File: src/rtl/sync_fifo_prog_if.sv
// sync_fifo_prog_if
// Bundles the data and status signals of one sync_fifo_prog instance.
//   master : the user side (drives clr, wr_en, wr_data, rd_en; observes status)
//   slave  : the FIFO side (observes requests; drives data and status)
// Instantiate it with the same BITS/SIZE as the FIFO it is bound to.
//   clr             flush request
//   wr_en/wr_data   write request and payload
//   wr_full         level == SIZE
//   wr_almost_full  level >= ALMOST_FULL
//   rd_en           read request (pop)
//   rd_data         read payload
//   rd_valid        rd_data is valid this cycle
//   rd_empty        level == 0
//   rd_almost_empty level <= ALMOST_EMPTY
//   level           occupancy 0..SIZE
//   overflow        sticky: write attempted while full
//   underflow       sticky: read attempted while empty
interface sync_fifo_prog_if #(
  parameter int BITS = 32,
  parameter int SIZE = 16
);
  localparam int LW = $clog2(SIZE + 1);

  logic            clr;
  logic            wr_en;
  logic [BITS-1:0] wr_data;
  logic            wr_full;
  logic            wr_almost_full;
  logic            rd_en;
  logic [BITS-1:0] rd_data;
  logic            rd_valid;
  logic            rd_empty;
  logic            rd_almost_empty;
  logic [LW-1:0]   level;
  logic            overflow;
  logic            underflow;

  modport master (
    output clr, wr_en, wr_data, rd_en,
    input  wr_full, wr_almost_full, rd_data, rd_valid, rd_empty,
           rd_almost_empty, level, overflow, underflow
  );

  modport slave (
    input  clr, wr_en, wr_data, rd_en,
    output wr_full, wr_almost_full, rd_data, rd_valid, rd_empty,
           rd_almost_empty, level, overflow, underflow
  );
endinterface

File: src/rtl/sync_fifo_prog.sv
// sync_fifo_prog
// Single-clock FIFO of SIZE entries (any SIZE >= 2) of BITS bits, with
// occupancy output, programmable almost-full/almost-empty thresholds,
// sticky overflow/underflow flags, synchronous flush and a choice of
// registered (FWFT=0) or first-word-fall-through (FWFT=1) read.
// Ports:
//   clk    clock, all logic on rising edge
//   rst_n  synchronous active-low reset (dominates everything)
//   bus    sync_fifo_prog_if slave modport carrying all data/status signals
module sync_fifo_prog #(
  parameter int BITS         = 32,
  parameter int SIZE         = 16,
  parameter int ALMOST_FULL  = SIZE - 2,
  parameter int ALMOST_EMPTY = 2,
  parameter int FWFT         = 0
) (
  input  logic             clk,
  input  logic             rst_n,
  sync_fifo_prog_if.slave  bus
);
  localparam int LW = $clog2(SIZE + 1);
  localparam int PW = ($clog2(SIZE) < 1) ? 1 : $clog2(SIZE);

  generate
    if (SIZE < 2 || ALMOST_FULL < 1 || ALMOST_FULL > SIZE ||
        ALMOST_EMPTY < 0 || ALMOST_EMPTY > SIZE - 1) begin : g_param_check
      $error("sync_fifo_prog: illegal SIZE/ALMOST_FULL/ALMOST_EMPTY");
    end
  endgenerate

  logic [BITS-1:0] mem [SIZE];
  logic [PW-1:0]   wr_ptr_reg;
  logic [PW-1:0]   rd_ptr_reg;
  logic [LW-1:0]   count_reg;
  logic            overflow_reg;
  logic            underflow_reg;

  logic full;
  logic empty;
  logic wr_acc;
  logic rd_acc;

  // Flags depend on the count register only, never on this cycle's requests.
  assign full  = (count_reg == LW'(SIZE));
  assign empty = (count_reg == '0);

  // Reset and flush suppress acceptance so memory and pointers stay put.
  assign wr_acc = rst_n && !bus.clr && bus.wr_en && !full;
  assign rd_acc = rst_n && !bus.clr && bus.rd_en && !empty;

  assign bus.wr_full         = full;
  assign bus.rd_empty        = empty;
  assign bus.wr_almost_full  = (count_reg >= LW'(ALMOST_FULL));
  assign bus.rd_almost_empty = (count_reg <= LW'(ALMOST_EMPTY));
  assign bus.level           = count_reg;
  assign bus.overflow        = overflow_reg;
  assign bus.underflow       = underflow_reg;

  // Storage is never reset; contents are only meaningful between pointers.
  always_ff @(posedge clk) begin
    if (wr_acc) begin
      mem[wr_ptr_reg] <= bus.wr_data;
    end
  end

  // Explicit wrap at SIZE-1 so non-power-of-two depths work.
  always_ff @(posedge clk) begin
    if (!rst_n || bus.clr) begin
      wr_ptr_reg <= '0;
      rd_ptr_reg <= '0;
    end else begin
      if (wr_acc) begin
        wr_ptr_reg <= (wr_ptr_reg == PW'(SIZE - 1)) ? '0 : wr_ptr_reg + PW'(1);
      end
      if (rd_acc) begin
        rd_ptr_reg <= (rd_ptr_reg == PW'(SIZE - 1)) ? '0 : rd_ptr_reg + PW'(1);
      end
    end
  end

  always_ff @(posedge clk) begin
    if (!rst_n || bus.clr) begin
      count_reg <= '0;
    end else begin
      case ({wr_acc, rd_acc})
        2'b10:   count_reg <= count_reg + LW'(1);
        2'b01:   count_reg <= count_reg - LW'(1);
        default: count_reg <= count_reg;
      endcase
    end
  end

  // Error flags look at the raw requests: a rejected attempt is what counts.
  always_ff @(posedge clk) begin
    if (!rst_n || bus.clr) begin
      overflow_reg  <= 1'b0;
      underflow_reg <= 1'b0;
    end else begin
      if (bus.wr_en && full) begin
        overflow_reg <= 1'b1;
      end
      if (bus.rd_en && empty) begin
        underflow_reg <= 1'b1;
      end
    end
  end

  generate
    if (FWFT == 0) begin : g_std
      logic [BITS-1:0] rd_data_reg;
      logic            rd_valid_reg;

      // rd_data holds its last value when nothing is popped; only reset
      // clears it, a flush only drops rd_valid.
      always_ff @(posedge clk) begin
        if (!rst_n) begin
          rd_data_reg  <= '0;
          rd_valid_reg <= 1'b0;
        end else begin
          rd_valid_reg <= rd_acc;
          if (rd_acc) begin
            rd_data_reg <= mem[rd_ptr_reg];
          end
        end
      end

      assign bus.rd_data  = rd_data_reg;
      assign bus.rd_valid = rd_valid_reg;
    end else begin : g_fwft
      // Head of queue is always presented; rd_en simply advances it.
      assign bus.rd_data  = mem[rd_ptr_reg];
      assign bus.rd_valid = !empty;
    end
  endgenerate
endmodule

File: src/flat_wrapper.sv
// flat-port wrapper written by rule: the top's interface ports become plain ports
module sync_fifo_prog_flat 
#(
  parameter int BITS         = 32,
  parameter int SIZE         = 16,
  parameter int ALMOST_FULL  = SIZE - 2,
  parameter int ALMOST_EMPTY = 2,
  parameter int FWFT         = 0
)
  (clk, rst_n, bus_clr, bus_wr_en, bus_wr_data, bus_rd_en, bus_wr_full, bus_wr_almost_full, bus_rd_data, bus_rd_valid, bus_rd_empty, bus_rd_almost_empty, bus_level, bus_overflow, bus_underflow);
  sync_fifo_prog_if #(.BITS(BITS), .SIZE(SIZE)) bus_i ();
  input  logic clk;
  input  logic rst_n;
  input wire logic [$bits(bus_i.clr)-1:0] bus_clr;
  input wire logic [$bits(bus_i.wr_en)-1:0] bus_wr_en;
  input wire logic [$bits(bus_i.wr_data)-1:0] bus_wr_data;
  input wire logic [$bits(bus_i.rd_en)-1:0] bus_rd_en;
  output wire logic [$bits(bus_i.wr_full)-1:0] bus_wr_full;
  output wire logic [$bits(bus_i.wr_almost_full)-1:0] bus_wr_almost_full;
  output wire logic [$bits(bus_i.rd_data)-1:0] bus_rd_data;
  output wire logic [$bits(bus_i.rd_valid)-1:0] bus_rd_valid;
  output wire logic [$bits(bus_i.rd_empty)-1:0] bus_rd_empty;
  output wire logic [$bits(bus_i.rd_almost_empty)-1:0] bus_rd_almost_empty;
  output wire logic [$bits(bus_i.level)-1:0] bus_level;
  output wire logic [$bits(bus_i.overflow)-1:0] bus_overflow;
  output wire logic [$bits(bus_i.underflow)-1:0] bus_underflow;
  assign bus_i.clr = bus_clr;
  assign bus_i.wr_en = bus_wr_en;
  assign bus_i.wr_data = bus_wr_data;
  assign bus_i.rd_en = bus_rd_en;
  assign bus_wr_full = bus_i.wr_full;
  assign bus_wr_almost_full = bus_i.wr_almost_full;
  assign bus_rd_data = bus_i.rd_data;
  assign bus_rd_valid = bus_i.rd_valid;
  assign bus_rd_empty = bus_i.rd_empty;
  assign bus_rd_almost_empty = bus_i.rd_almost_empty;
  assign bus_level = bus_i.level;
  assign bus_overflow = bus_i.overflow;
  assign bus_underflow = bus_i.underflow;
  sync_fifo_prog #(.BITS(BITS), .SIZE(SIZE), .ALMOST_FULL(ALMOST_FULL), .ALMOST_EMPTY(ALMOST_EMPTY), .FWFT(FWFT)) u_core (.clk(clk), .rst_n(rst_n), .bus(bus_i));
endmodule
File: config.mk
export PLATFORM = sky130hd
export DESIGN_NAME = sync_fifo_prog_flat
export DESIGN_NICKNAME = d
export VERILOG_FILES = /design/src/rtl/sync_fifo_prog_if.sv /design/src/rtl/sync_fifo_prog.sv /design/src/flat_wrapper.sv
export SDC_FILE = /design/constraint.sdc
export NUM_CORES = 1
export LEC_CHECK = 0
export BUFFER_PORTS_ARGS = -buffer_cell sky130_fd_sc_hd__buf_2
export CORE_MARGIN = 1.5
export CORE_UTILIZATION = 55
export DETAILED_ROUTE_END_ITERATION = 16
export HOLD_SLACK_MARGIN = 0.15
export PLACE_DENSITY = 0.83
export SYNTH_ARGS = -nofsm -noshare
export SYNTH_HDL_FRONTEND = slang
export SYNTH_SLANG_ARGS = --single-unit
File: constraint.sdc
create_clock -name clk -period 3.9 [get_ports clk]
set_clock_uncertainty 0.1 [all_clocks]
set_input_delay 0 -clock clk [delete_from_list [all_inputs] [get_ports clk]]
set_output_delay 0 -clock clk [all_outputs]
set_load 0.005 [all_outputs]
==> flow_summary.ini, run 1 <==
[floorplan]
die-area_um2 = 40480
coreArea_um2 = 38740
die_h_um = 201.2
initial_utilization = 0.5578
die_w_um = 201.2
row_count = 72
io_pins = 81

[yosys]
syn-cell-area_um2 = 21610
yosysSeqAreaShare = 0.7560
synth.most_common_cell = edfxtp_1
ys_types = 50
synth_enable_flop_cells = 512
synth_fp_nets = 1034
synthTopCellsByArea = edfxtp_1 71%, mux4_2 9.2%, mux4_1 4.9%, dfxtp_1 4.4%, mux2i_1 3.1%
synth_top_area_frac = 0.7116
ys_ff_latch = 560
async_reset_ff_frac = 0
synth_area_per_cell_um2 = 21.87
yosys.area.top_type = edfxtp_1
yosysWarningCount = 0
yosys-top-cells-count = 512 x edfxtp_1, 88 x mux4_2, 67 x mux2i_1, 48 x dfxtp_1, 40 x mux4_1
synth_cells = 988
synth_ff_type = edfxtp_1

[critical_path]
cp-end-kind = flop
crit_path_frequent_cell = ha_1
crit_path_start_kind = flop
crit_chain = or4_4 -> o21a_1 -> nand2_1 -> ha_1 -> ha_1 -> a31oi_1 -> o2bb2ai_1 -> or4_1 -> nand4_1
path_max_fanout = 10
slowest_delay_ns = 0.64
required_ns = 4.33
arrival_ns = 3.66
crit_type = reg -> reg
crit_slowest_cell = or4_4

[grt]
antenna_found_initial = 0
grt_max_degree = 50
grt_pass1_vias = 10850
grt_pass1_wl_mm = 68.92
grt_util_all_layers = 0.2331
grt-ovfl-total = 0

[placed_design]
port_buffers = 80
placed_cells = 1558
gp_congestion = 0.7415
post-dp-hpwl_mm = 23.31

[timing]
relSlewSlack = 0.3657
rsz0062_at_grt = false
slew_viol_final = 0
finalCritPeriodShare = 0.8288
tightest_slew_ns = 0.9504
setup_violations = 0
fin_tns_setup_ns = 0
finalHoldViolCount = 0
min_period_ns = 3.232
fmax_ghz = 0.3094

[final_layout]
area_delta_synth_final_pct = 14.79
drive_above_1_share = 0.2585
diodes = 0
largest_reg_flops = 512
fin_cells = 1694
nNetsFinal = 1179

[worst_hold_path]
hold_class = in -> reg

[detailed_routing]
drt_wl_total_mm = 46.57
vias_per_cell = 6.214
dr.pass1.iters = 5
drt_iter0_markers = 1099
vias = 10530
ant_nets = 0
drc_errors = 0
avgRoutedWirePerCell_um = 27.49

[clock_network]
cts_tree = built
cts.clk_slew.worst_paths_ns = 0.06
h-tree-depth = 2
cts_setup_buffers = 0
cts_buffers = 51
cts_root_buf = clkbuf_16
insertion_delay_ns = 0.58
clock_sinks = 560
clock_path_buffers = 3

[pwr]
power.density_nw_per_um2 = 474.1
p_leak_nw = 8.081
max-vdd-ir-drop_mv = 0.3125

[flow_run]
cap_violations = 0

[run_status]
status = complete, no violations
## worst paths after layout
kind | startpoint | endpoint | slack, ns | depth (start not counted)
max | u_core.bus.level[1] | u_core.bus.level[4] | 0.67 | 9
min | bus_wr_data[3] | u_core.mem[4][3] | 0.25 | 2
max reg2reg | u_core.bus.level[1] | u_core.bus.level[4] | 0.67 | 9
min reg2reg | u_core.bus.rd_data[25] | u_core.bus.rd_data[25] | 0.35 | 1
## logic make-up after synthesis
logic type                 after synthesis  share of synthesized area
AOI/OAI and AO/OA                       95                    0.03283
DFF                                    560                     0.7560
and+or+nand+nor                         63                    0.01442
buffers and inverters                   62                    0.01847
muxes                                  195                     0.1714
adders and majority gates                9                   0.005212
xor gates and xnor gates                 4                   0.001621
## through the flow
step                setup WS, ns  area [um2]  utilization  hold slack, ns  power (W)
detailed placement        0.7113       22720       0.5866          0.1983   0.006870
CTS                       0.6836       24800       0.6403          0.2166    0.01180
floorplan                 0.1587       21620            -       -0.001131   0.006765
global placement          0.7861       22720       0.5866          0.1806   0.006857
finish                    0.6675       24800       0.6403          0.2490    0.01176
global route              0.4699       24800       0.6403          0.2370    0.01204
## power by group
group | leakage (nW) | total [W] | switching, W | internal, W
Combinational | 2.27 | 0.000210 | 0.000134 | 0.0000757
Sequential | 5.00 | 0.00656 | 0.00000805 | 0.00656
Clock | 0.819 | 0.00498 | 0.00215 | 0.00283
Total | 8.08 | 0.0118 | 0.00230 | 0.00946
## layout by cell type (no fill, tap or decap), types with 3 or more instances in the layout
cell type	count
buf_2	80
o22ai_1	32
o21ai_0	3
nand3_1	8
buf_12	7
clkbuf_8	6
dfxtp_1	45
clkinvlp_4	4
nor2_1	13
edfxtp_1	512
clkbuf_1	8
inv_1	4
a21o_1	31
buf_4	23
mux4_1	40
nand2b_1	6
mux4_2	88
dlygate4sd3_1	40
clkbuf_16	52
nor2_4	12
clkinv_1	9
dfxtp_4	3
bufinv_16	4
a21oi_1	9
mux2i_1	67
clkinv_2	11
xor2_1	4
ha_1	9
nand2_1	9
nor3_4	3
## per-layer routing
metal  global-route usage  part of all wire
met5                    0                 0
met4              0.07596             0.026
met3              0.03709             0.074
met2               0.4037              0.52
met1               0.3051              0.38
## worst max-delay path, delay by kind of cell (launching register included)
family                     cells  cell delay (ns)
AOI/OAI and AO/OA              3             0.63
adders and majority gates      2             0.70
DFF                            1             0.41
and+or+nand+nor                4             1.34
## timing repair
item | 4_1_cts | 5_1_grt
hold endpoints to repair | 560 | 0
gates resized for setup | 0 | 0
hold buffers | 40 | 0
## cell type report
type	count	area [um2]
flip-flops and latches	560	16350
well taps	518	648.1
repair buffers	150	1114
inverters	4	15.01
clock buffers	66	1414
clock inverters	30	264.0
multi-input cells	366	5001
fillers	2488	13930
(Power assumes the default switching activity.)
==> inputs of run 2 (changes only) <==
--- a/config.mk
+++ b/config.mk
@@ -10,7 +10,7 @@
 export CORE_UTILIZATION = 55
 export DETAILED_ROUTE_END_ITERATION = 16
 export HOLD_SLACK_MARGIN = 0.15
-export PLACE_DENSITY = 0.83
+export PLACE_DENSITY = 0.8
 export SYNTH_ARGS = -nofsm -noshare
 export SYNTH_HDL_FRONTEND = slang
 export SYNTH_SLANG_ARGS = --single-unit
==> constraint.sdc (replaced) <==
create_clock -name clk -period 3.3 [get_ports clk]
set_clock_uncertainty 0.1 [all_clocks]
set_input_delay 0 -clock clk [delete_from_list [all_inputs] [get_ports clk]]
set_output_delay 0 -clock clk [all_outputs]
set_load 0.005 [all_outputs]
==> flow_summary.ini, run 2 (synthesis results as in run 1) <==
[run_status]
status = complete, no violations

[timing]
tightest_slew_ns = 1.083
min_period_ns = 3.066
finalHoldViolCount = 0
fmax_ghz = 0.3261
hold_slack_ns = 0.2195
finalCritPeriodShare = 0.9292
fin_tns_setup_ns = 0
slew_viol_final = 0
rsz0062_at_grt = false
setup_violations = 0
setup_ws_ns = 0.2335
relSlewSlack = 0.2765

[detailed_routing]
dr_wl_met2_mm = 22.49
routedLengthMet1_mm = 17.61
drt_wl_total_mm = 44.56
vias = 10530
wl_met3_mm = 3.208
avgRoutedWirePerCell_um = 26.12
drc_errors = 0
drt_iter0_markers = 1063
ant_nets = 0
top_layer = met5
vias_per_cell = 6.170
dr.pass1.iters = 5

[critical_path]
arrival_ns = 3.50
path_max_fanout = 9
required_ns = 3.73
cp-end-kind = flop
worstReg2RegEnd = u_core.bus.level[4]
r2r-start = u_core.bus.level[0]
crit_type = reg -> reg
rr_worst_depth = 9
crit_path_start_kind = flop
reg2reg_slack_ns = 0.23

[clock_network]
cts_buffers = 54
h-tree-depth = 2
insertion_delay_ns = 0.60
clock_path_buffers = 3
clock_sinks = 560
cts_root_buf = clkbuf_16
cts_tree = built
cts.clk_slew.worst_paths_ns = 0.06

[final_layout]
nNetsFinal = 1192
drive_above_1_share = 0.2584
final_common_cell = edfxtp_1
layout_common_cells = 512 x edfxtp_1, 88 x mux4_2, 80 x buf_2
fin_area_um2 = 24940
diodes = 0
largest_reg_flops = 512
area_delta_synth_final_pct = 15.44

[floorplan]
die-area_um2 = 40480
io_pins = 81
die_w_um = 201.2
initial_utilization = 0.5578
row_count = 72
coreArea_um2 = 38740
die_h_um = 201.2

[grt]
grt_util_all_layers = 0.2242
grt_pass1_wl_mm = 66.78
antenna_found_initial = 1
grt_pass1_vias = 10850
grt-ovfl-total = 0
grt_max_degree = 51

[placed_design]
post-dp-hpwl_mm = 23.47
pre_cts_slack_ns = 0.1690
port_buffers = 80
dpl_cell_area_um2 = 22790
gp_congestion = 0.7812

[worst_hold_path]
whs_endpoint = u_core.mem[9][0]
min_delay_path_depth = 2
min_from = bus_wr_data[0]
hold_class = in -> reg

[pwr]
total_power_w = 0.01412
p_leak_nw = 8.138
max-vdd-ir-drop_mv = 0.4058
power.density_nw_per_um2 = 565.9

[flow_run]
cap_violations = 0
[run 2: report_power, final]
group | internal [W] | switching, W
registers | 0.00775 | 0.0000106
logic | 0.0000925 | 0.000158
clock network | 0.00357 | 0.00254
[run 2: cell type report]
cell class	count	area [um2]
multi-input cells	366	5010
well taps	518	648.1
fillers	2520	13790
clock buffers	70	1411
inverters	4	15.01
clock inverters	28	336.6
repair buffers	160	1176
flip-flops and latches	560	16350
[run 2: worst max path at each step]
stage                         from                  end  slack, ns  depth (start not counted)
4_1_cts        u_core.bus.level[1]  u_core.bus.level[4]       0.12                          9
3_5_place_dp   u_core.bus.level[1]  u_core.bus.level[4]       0.17                          9
3_3_place_gp   u_core.bus.level[1]  u_core.bus.level[4]       0.24                          9
5_1_grt        u_core.bus.level[0]  u_core.bus.level[4]       0.06                          9
2_1_floorplan  u_core.bus.level[1]  u_core.bus.level[4]       0.17                         14
6_report       u_core.bus.level[0]  u_core.bus.level[4]       0.23                          9
[run 2: metrics by stage]
step | std cells | utilization
after floorplan | 988 | -
after global placement | 1568 | 0.5884
after detailed placement | 1568 | 0.5884
after CTS | 1706 | 0.6439
after global routing | 1706 | 0.6439
final | 1706 | 0.6439
[run 2: layer usage]
layer,global-route usage,vias up
met1,0.3075,5506
met5,0,-
met3,0.04065,95
li1,-,4483
met4,0.07170,2
met2,0.3704,440
[run 2: critical path, cell delays in order (launching register included)]
cell and delay [ns]:
dfxtp_1 0.38, or4_4 0.66, o21a_1 0.27, nand2_1 0.11, ha_2 0.29, ha_1 0.32, a31oi_1 0.19, o2bb2ai_1 0.11
or4_1 0.47, nand4_1 0.10
[run 2: repair_timing]
| item | 4_1_cts | 5_1_grt |
|---|---|---|
| hold buffers | 40 | 0 |
| endpoints found under the setup margin | 0 | 1 |
| setup buffers | 0 | 0 |
| resized for setup | 0 | 1 |
| endpoints found under the hold margin | 591 | 0 |
==> inputs of run 3 (changes only) <==
--- a/config.mk
+++ b/config.mk
@@ -6,11 +6,14 @@
 export NUM_CORES = 1
 export LEC_CHECK = 0
 export BUFFER_PORTS_ARGS = -buffer_cell sky130_fd_sc_hd__buf_2
+export CELL_PAD_IN_SITES_DETAIL_PLACEMENT = 0
+export CELL_PAD_IN_SITES_GLOBAL_PLACEMENT = 2
 export CORE_MARGIN = 1.5
-export CORE_UTILIZATION = 55
+export CORE_UTILIZATION = 49
 export DETAILED_ROUTE_END_ITERATION = 16
 export HOLD_SLACK_MARGIN = 0.15
-export PLACE_DENSITY = 0.8
+export PLACE_DENSITY = 0.87
 export SYNTH_ARGS = -nofsm -noshare
 export SYNTH_HDL_FRONTEND = slang
 export SYNTH_SLANG_ARGS = --single-unit
+export TNS_END_PERCENT = 100
==> flow_summary.ini, run 3 (synthesis results as in run 1) <==
[timing]
setup_violations = 0
finalCritPeriodShare = 0.9124
fin_tns_setup_ns = 0
rsz0062_at_grt = false
fmax_ghz = 0.3321
hold_slack_ns = 0.2308
slew_viol_final = 0
finalHoldViolCount = 0
relSlewSlack = 0.2557
tightest_slew_ns = 1.114
min_period_ns = 3.011

[floorplan]
io_pins = 81
row_count = 76
die_h_um = 213.0
coreArea_um2 = 43270
die-area_um2 = 45360
initial_utilization = 0.4994
die_w_um = 213.0

[detailed_routing]
drc_errors = 0
avgRoutedWirePerCell_um = 23.92
vias = 10220
drt_wl_total_mm = 42.63
ant_nets = 0
dr.pass1.iters = 5
vias_per_cell = 5.736
drt_iter0_markers = 856

[placed_design]
post-dp-hpwl_mm = 23.45
gp_congestion = 0.7758
dpl_cell_area_um2 = 22880
port_buffers = 80

[grt]
grt_util_all_layers = 0.1949
grt_pass1_vias = 10470
grt_pass1_wl_mm = 64.72
antenna_found_initial = 0
grt-ovfl-total = 0
grt_max_degree = 47

[pwr]
power.density_nw_per_um2 = 573.7
pwr-share-comb = 0.017
pwr-share-clk = 0.446
internal_power_w = 0.01174
total_power_w = 0.01445
max-vdd-ir-drop_mv = 0.4276
p_sw_frac = 0.1872
p_sw_w = 0.002705
p_leak_nw = 8.249
p_seq_frac = 0.537

[clock_network]
cts_buffers = 54
insertion_delay_ns = 0.59
cts_setup_buffers = 0
h-tree-depth = 2
clock_path_buffers = 3
cts.clk_slew.worst_paths_ns = 0.06
cts_root_buf = clkbuf_16
clock_sinks = 560
cts_tree = built

[critical_path]
crit_slowest_cell = or4_4
cp-end-kind = flop
crit_type = reg -> reg
path_max_fanout = 9
crit_chain = or4_4 -> o21a_1 -> nand2_1 -> ha_2 -> ha_1 -> a31oi_1 -> o2bb2ai_1 -> or4_1 -> nand4_1
required_ns = 3.74
crit_path_start_kind = flop
slowest_delay_ns = 0.66
arrival_ns = 3.45

[run_status]
status = complete, no violations

[flow_run]
cap_violations = 0

[final_layout]
nNetsFinal = 1196
fin_area_um2 = 25180
area_delta_synth_final_pct = 16.55
largest_reg_flops = 512
drive_above_1_share = 0.2734
final_common_cell = edfxtp_1
fill_cells = 3065
layout_common_cells = 512 x edfxtp_1, 88 x mux4_2, 80 x buf_2

[worst_hold_path]
hold_class = in -> reg
[run 3: cell types whose count changed in the layout (fill, tap and decap cells not counted), sizes merged]
| cell | change |
|---|---|
| inv | -1 |
| buf | +4 |
| diode | +1 |
| clkinvlp | -2 |
| clkbuf | +14 |
| clkinv | -6 |
| bufinv | -1 |
[run 3: repair_timing]
| action | CTS | global route |
|---|---|---|
| hold endpoints to repair | 584 | 0 |
| hold buffers | 40 | 0 |
| setup endpoints to repair | 0 | 1 |
| gates resized for setup | 0 | 1 |
[run 3: path summary, 6_finish.rpt]
| path | start | end | slack [ns] | cells past startpoint |
|---|---|---|---|---|
| worst max-delay path | u_core.bus.level[0] | u_core.bus.level[4] | 0.29 | 9 |
| worst min-delay path | bus_wr_data[20] | u_core.mem[11][20] | 0.23 | 2 |
| worst max register to register | u_core.bus.level[0] | u_core.bus.level[4] | 0.29 | 9 |
| worst min register to register | u_core.bus.rd_data[19] | u_core.bus.rd_data[19] | 0.34 | 1 |
[run 3: layout make-up]
| type | instances | area (um2) | share of cell area |
|---|---|---|---|
| diodes | 1 | 2.502 | 0.00009937 |
| clock buffers | 84 | 1648 | 0.06543 |
| clock inverters | 18 | 247.7 | 0.009838 |
| inverters | 4 | 15.01 | 0.0005962 |
| multi-input cells | 366 | 5010 | 0.1989 |
| flip-flops and latches | 560 | 16350 | 0.6491 |
| well taps | 585 | 732.0 | 0.02907 |
| repair buffers | 164 | 1181 | 0.04690 |
[run 3: critical path: cells and delay by family, from the launching register on]
family | cells | cell delay, ns
simple gates | 4 | 1.34
fa+ha+maj | 2 | 0.59
compound gates | 3 | 0.54
flops | 1 | 0.39
[run 3: power by group through the flow]
stage / combinational, W / sequential [W] / clock, W
global route: 0.000275 / 0.00776 / 0.00682
global placement: 0.000208 / 0.00791 / 0
CTS: 0.000253 / 0.00776 / 0.00655
detailed placement: 0.000217 / 0.00791 / 0
finish: 0.000250 / 0.00776 / 0.00644
floorplan: 0.0000804 / 0.00791 / 0
[run 3: metrics by stage]
step	utilization	std cells	setup slack [ns]
floorplan	-	988	0.1728
global placement	0.5289	1639	0.1931
detailed placement	0.5289	1639	0.2109
CTS	0.5819	1781	0.1907
global route	0.5820	1781	0.07556
finish	0.5820	1782	0.2890
[run 3: layer usage]
layer | routed length, um | GRT usage | up-vias
li1 | - | - | 4486
met5 | 0 | 0 | -
met4 | 773 | 0.05600 | 0
met2 | 20730 | 0.3110 | 305
met3 | 2398 | 0.03059 | 55
met1 | 18730 | 0.2810 | 5376
